## src/rtl/prog_launcher.sv

```systemverilog
// Host-side Start/Ack sequencer: launches NUM_PROGS back-to-back runs on TopLevel,
// times each run, and aborts a run whose Ack never arrives.
module prog_launcher #(
    parameter int unsigned NUM_PROGS = 3,
    parameter int unsigned START_LEN = 2,
    parameter int unsigned TIMEOUT   = 4096,
    parameter int unsigned CNT_W     = 16
) (
    input  logic             Clk,
    input  logic             Reset,
    input  logic             Go,
    input  logic             Ack,
    output logic             Start,
    output logic             Busy,
    output logic             Done,
    output logic             TimedOut,
    output logic [3:0]       ProgIdx,
    output logic             CountValid,
    output logic [CNT_W-1:0] CycleCount,
    output logic [CNT_W+3:0] TotalCycles
);
    localparam int unsigned LaunchW = $clog2(START_LEN + 1);
    localparam logic [LaunchW-1:0] LaunchLoad = LaunchW'(START_LEN);
    localparam logic [CNT_W-1:0] RunLimit = CNT_W'(TIMEOUT);
    localparam logic [3:0] LastIdx = 4'(NUM_PROGS - 1);

    typedef enum logic [2:0] {StIdle, StLaunch, StRun, StRecord, StDone} state_e;

    state_e             state;
    logic [LaunchW-1:0] launchCnt;
    logic [CNT_W-1:0]   runCnt;

    always_ff @(posedge Clk) begin
        if (Reset) begin
            state       <= StIdle;
            launchCnt   <= '0;
            runCnt      <= '0;
            Start       <= 1'b0;
            Busy        <= 1'b0;
            Done        <= 1'b0;
            TimedOut    <= 1'b0;
            ProgIdx     <= '0;
            CountValid  <= 1'b0;
            CycleCount  <= '0;
            TotalCycles <= '0;
        end else begin
            unique case (state)
                StIdle, StDone: begin
                    if (Go) begin
                        state       <= StLaunch;
                        launchCnt   <= LaunchLoad;
                        ProgIdx     <= '0;
                        TotalCycles <= '0;
                        TimedOut    <= 1'b0;
                        Done        <= 1'b0;
                        Busy        <= 1'b1;
                        Start       <= 1'b1;
                    end
                end
                StLaunch: begin
                    // Ack is deliberately ignored: TopLevel may still be parked at its halt.
                    if (launchCnt == LaunchW'(1)) begin
                        state  <= StRun;
                        Start  <= 1'b0;
                        runCnt <= CNT_W'(1);
                    end else begin
                        launchCnt <= launchCnt - LaunchW'(1);
                    end
                end
                StRun: begin
                    if (Ack) begin
                        state      <= StRecord;
                        CycleCount <= runCnt;
                        CountValid <= 1'b1;
                    end else if (runCnt == RunLimit) begin
                        state      <= StDone;
                        CycleCount <= RunLimit;
                        TimedOut   <= 1'b1;
                        Done       <= 1'b1;
                        Busy       <= 1'b0;
                    end else begin
                        runCnt <= runCnt + CNT_W'(1);
                    end
                end
                StRecord: begin
                    CountValid  <= 1'b0;
                    TotalCycles <= TotalCycles + {4'b0000, CycleCount};
                    if (ProgIdx == LastIdx) begin
                        state <= StDone;
                        Done  <= 1'b1;
                        Busy  <= 1'b0;
                    end else begin
                        state     <= StLaunch;
                        ProgIdx   <= ProgIdx + 4'd1;
                        launchCnt <= LaunchLoad;
                        Start     <= 1'b1;
                    end
                end
                default: state <= StIdle;
            endcase
        end
    end
endmodule
```

## config.mk

```make
export PLATFORM = sky130hd
export DESIGN_NAME = prog_launcher
export DESIGN_NICKNAME = d
export VERILOG_FILES = /design/src/rtl/prog_launcher.sv
export SDC_FILE = /design/constraint.sdc
export NUM_CORES = 1
export LEC_CHECK = 0
export CAP_MARGIN = 15
export CORE_MARGIN = 4
export CORE_UTILIZATION = 45
export CTS_BUF_LIST = sky130_fd_sc_hd__clkbuf_8
export DETAILED_ROUTE_END_ITERATION = 10
export PLACE_DENSITY = 0.71
export SYNTH_ARGS = -nofsm -noshare
export SYNTH_HDL_FRONTEND = slang
export SYNTH_SLANG_ARGS = --single-unit
export TNS_END_PERCENT = 1
```

## constraint.sdc

```tcl
create_clock -name Clk -period 2.48 [get_ports Clk]
set_clock_uncertainty 0.15 [all_clocks]
set_input_delay 0.62 -clock Clk [delete_from_list [all_inputs] [get_ports Clk]]
set_output_delay 0.62 -clock Clk [all_outputs]
set_load 0.03 [all_outputs]
```

Yosys cells after proc, flatten, opt, wreduce, memory -nomap -nowiden. Cells that the tools add are included.

Flip-flop bits (word level): 66. Input bits: 4.

Add/sub/neg operators: 4. Eq/ne operators: 17. Multiplexer cells: 37. Reduce and logical (&&, ||, !) cells: 19.

Operators with widths (number): 16-bit two-way mux (5); 20-bit case mux with 2 select lines (1); 16-bit case mux with 2 select lines (1); 20-bit by 16-bit adder with 20-bit output (1); 20-bit two-way mux (1); 2-bit != test (second input constant) (9); 16-bit by 1-bit adder with 16-bit output (second input constant) (1); 16-bit by 13-bit equality test with 1-bit output (second input constant) (1); 4-bit AND reduction (4); 3-bit two-way mux (5); 3-bit case mux with 4 select lines (1); 1-bit two-way mux (11); 2-bit nonzero test (5); 1-bit case mux with 3 select lines (3); 4-bit two-way mux (2); 4-bit case mux with 2 select lines (1); 3-bit by 2-bit equality test with 1-bit output (second input constant) (2); 2-bit two-way mux (3); 2-bit case mux with 3 select lines (1); 2-bit AND reduction (3); 3-bit AND reduction (2); 3-bit nonzero test (2); 5-bit AND reduction (1); 4-bit by 1-bit adder with 4-bit output (second input constant) (1); 9 further kinds (10).

Depth between registers and ports, before layout. Gate-level depths: netlist (run 1).

Depth in word-level cells: 4. Gate-level depth with buffers: 9.

Worst setup path before layout (run 1). Ideal clock, no wire load.

Path kind: register to register. Start point: reg CycleCount[0]. End point: reg TotalCycles[16]. Library setup time: 0.116 ns. Data arrival time: 2.326 ns. Data required time: 2.214 ns. Slack: -0.112 ns. Stages on the path, launching flop included: 9. Buffers on the path: 0. Cell sequence: dfxtp_1 > ha_1 > fa_1 > a21o_1 > a221oi_1 > o221ai_1 > a31oi_1 > nor3_1 > a31o_2.

Cells in the longest elaborated chain, start to end: 2.

Ends and longest elaborated chain: start, declared (line 19) `output logic [CNT_W-1:0] CycleCount,`; start signal, assigned (line 73) `CycleCount <= runCnt;`; start signal, assigned (line 77) `CycleCount <= RunLimit;`; 20-bit by 16-bit adder with 20-bit output (line 87) `TotalCycles <= TotalCycles + {4'b0000, CycleCount};`; 20-bit case mux with 2 select lines (line 47) `unique case (state)`; end signal, assigned (line 87); end, declared (line 20) `output logic [CNT_W+3:0] TotalCycles`.

No other way between the ends. A chain may end at the register's enable or synchronous reset.

Worst setup path in the final report (run 1).
Start point: in Ack. End point: reg runCnt[13].

Cells in the longest elaborated chain, start to end: 2.

Ends and longest elaborated chain: start, declared (line 12) `input logic Ack,`; 2-bit != test (no line); 4-bit AND reduction (no line); end signal, assigned (line 82) `runCnt <= runCnt + CNT_W'(1);`; end, declared (line 31) `logic [CNT_W-1:0] runCnt;`.

No other way between the ends.

==> summary.md, run 1 <==
| Metric | Value |
|---|---|
| Worst-path fanout max | `7` |
| EDFF count, synth | `0` |
| DRT Pass-1 Iters | `5` |
| Clock power share | `a little under two fifths` |
| Hold buffer count at CTS | `0` |
| Critical path, cell by cell | `dlygate4sd2_1 -> or4b_4 -> a41o_1 -> a2111o_1 -> or3_1 -> a21oi_1` |
| PwrDens | `551 nW/µm²` |
| Fin. max-slew vios | `0` |
| Synth warn | `0` |
| Syn_nets | `between 400 and 500` |
| Post-synthesis adder-cell area fraction | `8.29%` |
| Layout cell share with drive strength beyond 1 | `around an eighth` |
| Final hold violations | `0` |
| IO buf count | `48` |
| Worst Path Buf+Inv | `1` |
| Fmax achieved | `approximately 420 MHz` |
| CP delay by family, top | `compound AO/OA/AOI/OAI gates` |
| Simple-gate area share of the yosys netlist | `21.6%` |
| Vias in the first global route | `roughly 3,000` |
| Final WS setup | `just over 90 ps` |
| Status | `finished clean` |
| Initial antenna violation count | `0` |
| Min Tclk post-route | `about 2400 ps` |
| Flop pwr share | `45.3%` |
| RSZ-0062 raised after global routing | `yes` |
| DIE HEIGHT | `roughly 95 µm` |
| Site Rows | `31` |
| Crit share post-route | `96.3%` |
| Clk sinks | `66` |
| Antenna Cells | `0` |
| Setup crit end kind | `flop` |
| Comb pwr share | `between 10% and 20%` |
| CP Class | `input port to flop` |
| Initial core utilization | `between 40% and 50%` |
| Sequential area share after synthesis | `38.7%` |
| GRT Resource Usage Total | `approximately a fifth` |
| DIE AREA | `approximately 9000 µm²` |
| Largest cells by area after synthesis | `dfxtp_1 (39%), ha_1 (7.7%), nor2_1 (6.4%)` |
| Via count | `approximately 3,200` |
| Post-Synth XOR/XNOR Area | `6.68%` |
| Post-synth top flop | `dfxtp_1` |
| CTS root buffer | `clkbuf_8` |
| Final core utilization | `roughly 60%` |
| Vias/cell | `between 5 and 6` |
| Grt ovf | `0` |
| Area of the core | `around 7300 µm²` |
| Number of remaining DRC errors | `0` |
| Worst VDD drop | `about 0.3 mV` |
| Critical path's slowest cell | `or4b_4` |
| Cells after Synth | `roughly 400` |
| Seq cells post-synth | `66` |
| Total chip power | `2.48 mW` |
| CP max stage delay | `slightly below 500 ps` |
| Distinct cells, synth | `52` |
| Maxcap violations | `0` |
| Async SR Flop Fraction | `0%` |
| Cell area after synthesis | `~3400 µm²` |
| Largest net degree at the start of global routing | `26` |
| Syn avg cell area | `roughly 8.6 µm²` |
| Ports | `a little under 50` |
| Sw Ratio | `roughly 29%` |
| HP Class | `flop to flop` |
| First-pass GRT wire length | `~14,000 µm` |
| Area grow syn2layout | `31.7%` |
| Yosys top cell area share | `approximately 39%` |
| Starting DRT DRC Count | `roughly 170` |
| Critical Path Source Type | `input port` |
| Final Non-Filler Cells | `roughly 580` |
| Multiplexer share of the synthesized area | `1.17%` |
| Synth top cells by count | `dfxtp_1 (66), nor2_1 (58), nand2_1 (28)` |
| Latest clock arrival within the worst-skew pair | `roughly 350 ps` |
| CTS Buf Count | `9` |
| Internal | `roughly 1.8 mW` |
| CP arrival | `2520 ps` |
| Largest family of logic cells by synthesized area | `simple AND/OR/NAND/NOR gates` |
| Leak Pwr | `between 1.5 and 2 nW` |
| Synth Area in Compound Gates | `21.0%` |
| Most frequent cell after synthesis | `dfxtp_1` |
| CTS tree | `yes` |
| Worst-margin pin slew | `a little under 700 ps` |
| Cell taking the most area after synthesis | `dfxtp_1` |
| Wire per inst | `between 15 and 20 µm` |
| RD Place Congestion | `~0.84` |
| Die Span X | `roughly 95 µm` |
| Setup violators final | `0` |
| Placed Instances | `approximately 560` |
| Detail Placement HPWL | `6540 µm` |
| Final wirelength | `slightly below 9000 µm` |
| Clk slew on worst S/H paths | `around 70 ps` |
| Post-route ant nets | `0` |
| Clock tree buffer depth | `2` |
| DP Worst Slack | `-451 ps` |
| Rel. slew slack | `~55%` |
| Critical path required time | `between 2000 and 3000 ps` |
| Nets | `approximately 500` |
| NetSw | `0.709 mW` |
| H-tree depth | `3` |
placed cells by master (no fill, tap or decap), types with 4 or more instances in the layout:
master | Yosys | final
clkdlybuf4s50_1 | 0 | 47
a211oi_1 | 4 | 4
nand4_1 | 9 | 9
nand2b_1 | 5 | 5
xnor2_1 | 13 | 13
clkbuf_8 | 0 | 11
a21oi_1 | 26 | 26
or3_1 | 4 | 4
a22o_1 | 6 | 6
a31oi_1 | 5 | 4
nor2_1 | 58 | 58
o21ai_0 | 12 | 12
ha_1 | 21 | 20
nor3b_1 | 4 | 4
or2_2 | 4 | 4
a22oi_1 | 23 | 23
nor3_1 | 6 | 6
and3_1 | 6 | 6
mux2i_1 | 4 | 4
a21o_1 | 5 | 4
buf_4 | 0 | 31
dfxtp_1 | 66 | 66
xor2_1 | 13 | 13
and2_1 | 6 | 6
nand2_1 | 28 | 28
nand3_1 | 7 | 7
inv_1 | 11 | 11
what timing repair did:
| action | in CTS | in global routing |
|---|---|---|
| pin swaps | 3 | 4 |
| setup endpoints to repair | 5 | 9 |
| cloned | 0 | 0 |
| resized for setup | 1 | 8 |
| setup buffers | 0 | 0 |
cell type report:
type                       instances  area, µm²
clock inverter                     5       52.6
sequential                        66       1320
multi-input combinational        307       2070
fill                             663       2800
timing repair buffer              80        732
inverter                          11       41.3
clock buffer                      11        151
tap                               99        124
tightest hold or removal path, stage by stage (launching register included):
cell and delay, ps:
dfxtp_1 320, nand2_1 60, a21oi_1 50
final timing paths:
path                         startpoint                      endpoint  slack (ps)  cells past startpoint
max                                 Ack       runCnt[13]$_SDFFE_PP0P_          90                      6
min                   Done$_SDFFE_PP0P_             Done$_SDFFE_PP0P_         320                      2
max reg2reg  CycleCount[0]$_SDFFE_PP0P_  TotalCycles[10]$_SDFFE_PP0P_         100                      8
min reg2reg           Done$_SDFFE_PP0P_             Done$_SDFFE_PP0P_         320                      2
sequential cells by signal (all words and copies together) (netlist names):
| name | cells |
|---|---|
| Done | 1 |
| CountValid | 1 |
| CycleCount | 16 |
| ProgIdx | 4 |
| runCnt | 16 |
| Start | 1 |
| launchCnt | 2 |
| TimedOut | 1 |
| TotalCycles | 20 |
| Busy | 1 |
| state | 3 |
through the flow:
stage	area [µm²]	setup TNS [ps]	hold WS, ps
3_3_place_gp	4240	-4460	301
2_1_floorplan	3420	-5.82	294
3_5_place_dp	4240	-4680	314
6_report	4490	0	321
5_1_grt	4490	-2.45	348
4_1_cts	4440	0	324
cell families after synthesis:
group	after synthesis
muxes	4
adders and majority gates	22
buffers and inverters	23
AOI/OAI and AO/OA	105
xor gates and xnor gates	26
DFF	66
and+or+nand+nor	150
power groups by stage:
| stage | clock, mW | sequential, mW | combinational [mW] |
|---|---|---|---|
| 6_report | 0.938 | 1.12 | 0.417 |
| 3_5_place_dp | 0 | 1.15 | 0.415 |
| 3_3_place_gp | 0 | 1.15 | 0.407 |
| 5_1_grt | 1.00 | 1.13 | 0.460 |
| 4_1_cts | 0.959 | 1.12 | 0.417 |
| 2_1_floorplan | 0 | 1.18 | 0.236 |
metal layers:
layer	routed length (µm)	track usage [%]	vias to the layer above	share of wire, %
met5	0	0	-	0
met4	169	8.29	0	1.9
met2	4180	33.8	88	47
met1	4120	26.0	1515	46
li1	-	-	1596	-
met3	444	4.74	18	5.0
Note: power is estimated with default switching activity, not from simulation.
==> run 2, diff against run 1 <==
--- a/config.mk
+++ b/config.mk
@@ -5,12 +5,14 @@
 export SDC_FILE = /design/constraint.sdc
 export NUM_CORES = 1
 export LEC_CHECK = 0
+export ABC_AREA = 1
+export ABC_CLOCK_PERIOD_IN_PS = 2480
 export CAP_MARGIN = 15
 export CORE_MARGIN = 4
 export CORE_UTILIZATION = 45
-export CTS_BUF_LIST = sky130_fd_sc_hd__clkbuf_8
+export CTS_BUF_LIST = sky130_fd_sc_hd__clkbuf_4 sky130_fd_sc_hd__clkbuf_8
 export DETAILED_ROUTE_END_ITERATION = 10
-export PLACE_DENSITY = 0.71
+export PLACE_DENSITY = 0.69
 export SYNTH_ARGS = -nofsm -noshare
 export SYNTH_HDL_FRONTEND = slang
 export SYNTH_SLANG_ARGS = --single-unit
==> run 2 against run 1 <==
Worst hold slack worse by 19 ps. Via count is 29% higher. Total power is 23% higher. Synthesized area is 20% higher. Sequential share of layout area is 2.5 points lower. Clock-buffer cell count stayed put.
==> summary.md, run 2 <==
| Metric | Value |
|---|---|
| Setup Buffers After CTS | `0` |
| Vias/cell | `slightly above 5` |
| Syn avg cell area | `about 6.3 µm²` |
| Clk sinks | `66` |
| Largest net degree at the start of global routing | `27` |
| Initial antenna violation count | `0` |
| Grt ovf | `0` |
| Seq cells post-synth | `66` |
| HP Class | `flop to flop` |
| Largest cells by area after synthesis | `dfxtp_1 (32%), nand2_1 (17%), a21oi_1 (8.5%)` |
| Setup violators final | `0` |
| Area of the core | `a little under 9000 µm²` |
| Clock tree buffer depth | `2` |
| Clk slew on worst S/H paths | `80 ps` |
| Worst Path Buf+Inv | `1` |
| Flop pwr share | `between 30% and 40%` |
| Seq. cell area | `roughly 1300 µm²` |
| Fin. max-slew vios | `0` |
| Post-synth top flop | `dfxtp_1` |
| DRT Pass-1 Iters | `5` |
| Commonest non-fill, non-tap cell in the layout | `nand2_1` |
| NetSw | `between 1 and 1.5 mW` |
| Final wirelength | `approximately 11,000 µm` |
| IO buf count | `between 40 and 50` |
| RSZ-0062 raised after global routing | `no` |
| EDFF count, synth | `0` |
| DIE AREA | `10,700 µm²` |
| Critical path's slowest cell | `clkdlybuf4s50_1` |
| DIE HEIGHT | `roughly 100 µm` |
| Status | `finished clean` |
| Final Non-Filler Cells | `slightly above 800` |
| Max reg flops | `20` |
| Most frequent cell after synthesis | `nand2_1` |
| Cell area after synthesis | `approximately 4100 µm²` |
| Area of the multi-input gates | `between 2000 and 2500 µm²` |
| First-pass GRT wire length | `about 18,000 µm` |
| CTS Buf Count | `9` |
| Largest register by flop count | `TotalCycles` |
| Die Span X | `a little over 100 µm` |
| Internal | `about 2 mW` |
| Layout cell share with drive strength beyond 1 | `5.84%` |
| Critical path required time | `about 1700 ps` |
| Cell taking the most area after synthesis | `dfxtp_1` |
| Synth top cells by count | `nand2_1 (186), inv_1 (78), a21oi_1 (69)` |
| CTS tree | `yes` |
| Initial core utilization | `~47%` |
| Comb pwr share | `approximately a quarter` |
| Final instance area | `between 4000 and 5000 µm²` |
| Yosys top cell area share | `roughly a third` |
| CTS root buffer | `clkbuf_8` |
| Placed Instances | `794` |
| Hold buffer count at CTS | `0` |
| Cell area after placement | `between 4000 and 5000 µm²` |
| Regs by FF count | `TotalCycles (20), CycleCount (16), runCnt (16)` |
| Ports | `49` |
| Worst VDD drop | `about 0.37 mV` |
| Cells after Synth | `646` |
| RD Place Congestion | `about 0.87` |
| Worst-margin pin slew | `slightly above 500 ps` |
| Critical path, cell by cell | `clkdlybuf4s50_1` |
| Setup crit end kind | `primary output` |
| PwrDens | `620 nW/µm²` |
| Total chip power | `just over 3 mW` |
| Rel. slew slack | `approximately two thirds` |
| Starting DRT DRC Count | `168` |
| Site Rows | `34` |
| Antenna Cells | `0` |
| GRT Resource Usage Total | `between 20% and 30%` |
| Area grow syn2layout | `20.4%` |
| Number of remaining DRC errors | `0` |
| Async SR Flop Fraction | `0%` |
| Distinct cells, synth | `29` |
| Synth warn | `0` |
| Sw Ratio | `about a third` |
| Clock power share | `between 30% and 40%` |
| CP max stage delay | `about 730 ps` |
| Detail Placement HPWL | `8290 µm` |
| Nets | `~720` |
| Wire per inst | `approximately 14 µm` |
| Via count | `4,166` |
| Worst-path fanout max | `4` |
| Leak Pwr | `2.10 nW` |
| FILL cells | `between 800 and 900` |
| Fmax achieved | `about 430 MHz` |
| Post-route ant nets | `0` |
| H-tree depth | `3` |
| Maxcap violations | `0` |
| Critical Path Source Type | `flop` |
| Syn_nets | `672` |
| Commonest cells after routing, fill and taps aside | `nand2_1 (186), inv_1 (78), a21oi_1 (68), nand3_1 (68), dfxtp_1 (66)` |
| Total Neg Setup Slack | `0 ps` |
| CP arrival | `~1600 ps` |
| CP Class | `flop to primary output` |
| Hold slack | `between 300 and 400 ps` |
| Sequential area share after synthesis | `between 30% and 40%` |
| Crit share post-route | `93.5%` |
| Final hold violations | `0` |
| Min Tclk post-route | `2320 ps` |
| Vias in the first global route | `roughly 3,800` |
| Latest clock arrival within the worst-skew pair | `around 350 ps` |
| CP delay by family, top | `buffers and inverters` |
-- run 2: cell count changes after synthesis, sizes merged, moves of 7 or more --
cell	previous run	this run
buf	1	8
nand3	7	71
inv	11	84
a21oi	26	69
a22oi	23	0
nor3	6	17
nand2	28	186
xnor2	13	0
-- run 2: cell families (layout without fill, tap and decap cells) --
group | Yosys count | count (layout) | synth area share, %
adder cells (fa/ha/maj) | 22 | 22 | 6.93
AO/OA/AOI/OAI | 89 | 89 | 11.4
XOR/XNOR | 8 | 8 | 1.72
buffers and inverters | 103 | 159 | 9.81
flip-flops | 66 | 66 | 32.4
AND/OR/NAND/NOR | 358 | 358 | 37.8
-- run 2: final timing paths --
check	from	to	slack (ps)	cells after the start
max	CycleCount[1]$_SDFFE_PP0P_	CycleCount[1]	160	1
min	TimedOut$_SDFFE_PP0P_	TimedOut$_SDFFE_PP0P_	300	2
max reg2reg	CycleCount[0]$_SDFFE_PP0P_	TotalCycles[8]$_SDFFE_PP0P_	330	9
min reg2reg	TimedOut$_SDFFE_PP0P_	TimedOut$_SDFFE_PP0P_	300	2
-- run 2: area by class of cell --
class / count / share of cell area, %
clock inverters: 5 / 1.58
well taps: 108 / 2.75
multi-input cells: 477 / 48.1
clock buffers: 11 / 2.96
inverters: 85 / 6.50
repair buffers: 58 / 11.2
flip-flops and latches: 66 / 26.9
-- run 2: power groups by stage --
stage               Clock (mW)  Sequential, mW  Combinational [mW]
CTS                       1.07            1.20               0.804
detailed placement           0            1.23               0.800
floorplan                    0            1.30               0.486
finish                    1.05            1.20               0.798
global placement             0            1.22               0.786
global route              1.11            1.21               0.899
-- run 2: routing by layer --
layer	global-route usage, %	wire length (µm)
met5	0	0
met1	29.6	5160
met2	35.4	5330
met4	7.27	70
met3	2.75	492
-- run 2: worst reg2reg max path, stage by stage, from the launching register on --
cell and delay [ps]:
dfxtp_1 340, ha_1 270, fa_1 400, nand2_1 140, a21oi_2 110, nand2_1 70
nand3_1 110, or2_2 290, nand2_1 80, a21oi_1 60
-- run 2: stage by stage --
stage	setup WS [ps]	utilization (%)
2_1_floorplan	425	-
3_3_place_gp	209	53.5
3_5_place_dp	175	53.5
4_1_cts	152	56.0
5_1_grt	95.3	56.0
6_report	161	56.0
-- run 2: repair_timing --
item / 4_1_cts / 5_1_grt
resized for setup: 0 / 1
setup endpoints to repair: 0 / 1
hold endpoints to repair: 0 / 0
==> run 3, diff against run 2 <==
--- a/config.mk
+++ b/config.mk
@@ -13,6 +13,7 @@
 export CTS_BUF_LIST = sky130_fd_sc_hd__clkbuf_4 sky130_fd_sc_hd__clkbuf_8
 export DETAILED_ROUTE_END_ITERATION = 10
 export PLACE_DENSITY = 0.69
+export SKIP_LAST_GASP = 1
 export SYNTH_ARGS = -nofsm -noshare
 export SYNTH_HDL_FRONTEND = slang
 export SYNTH_SLANG_ARGS = --single-unit
==> results of run 3 <==
Final layout, timing and power as in run 2 (identical DEF).
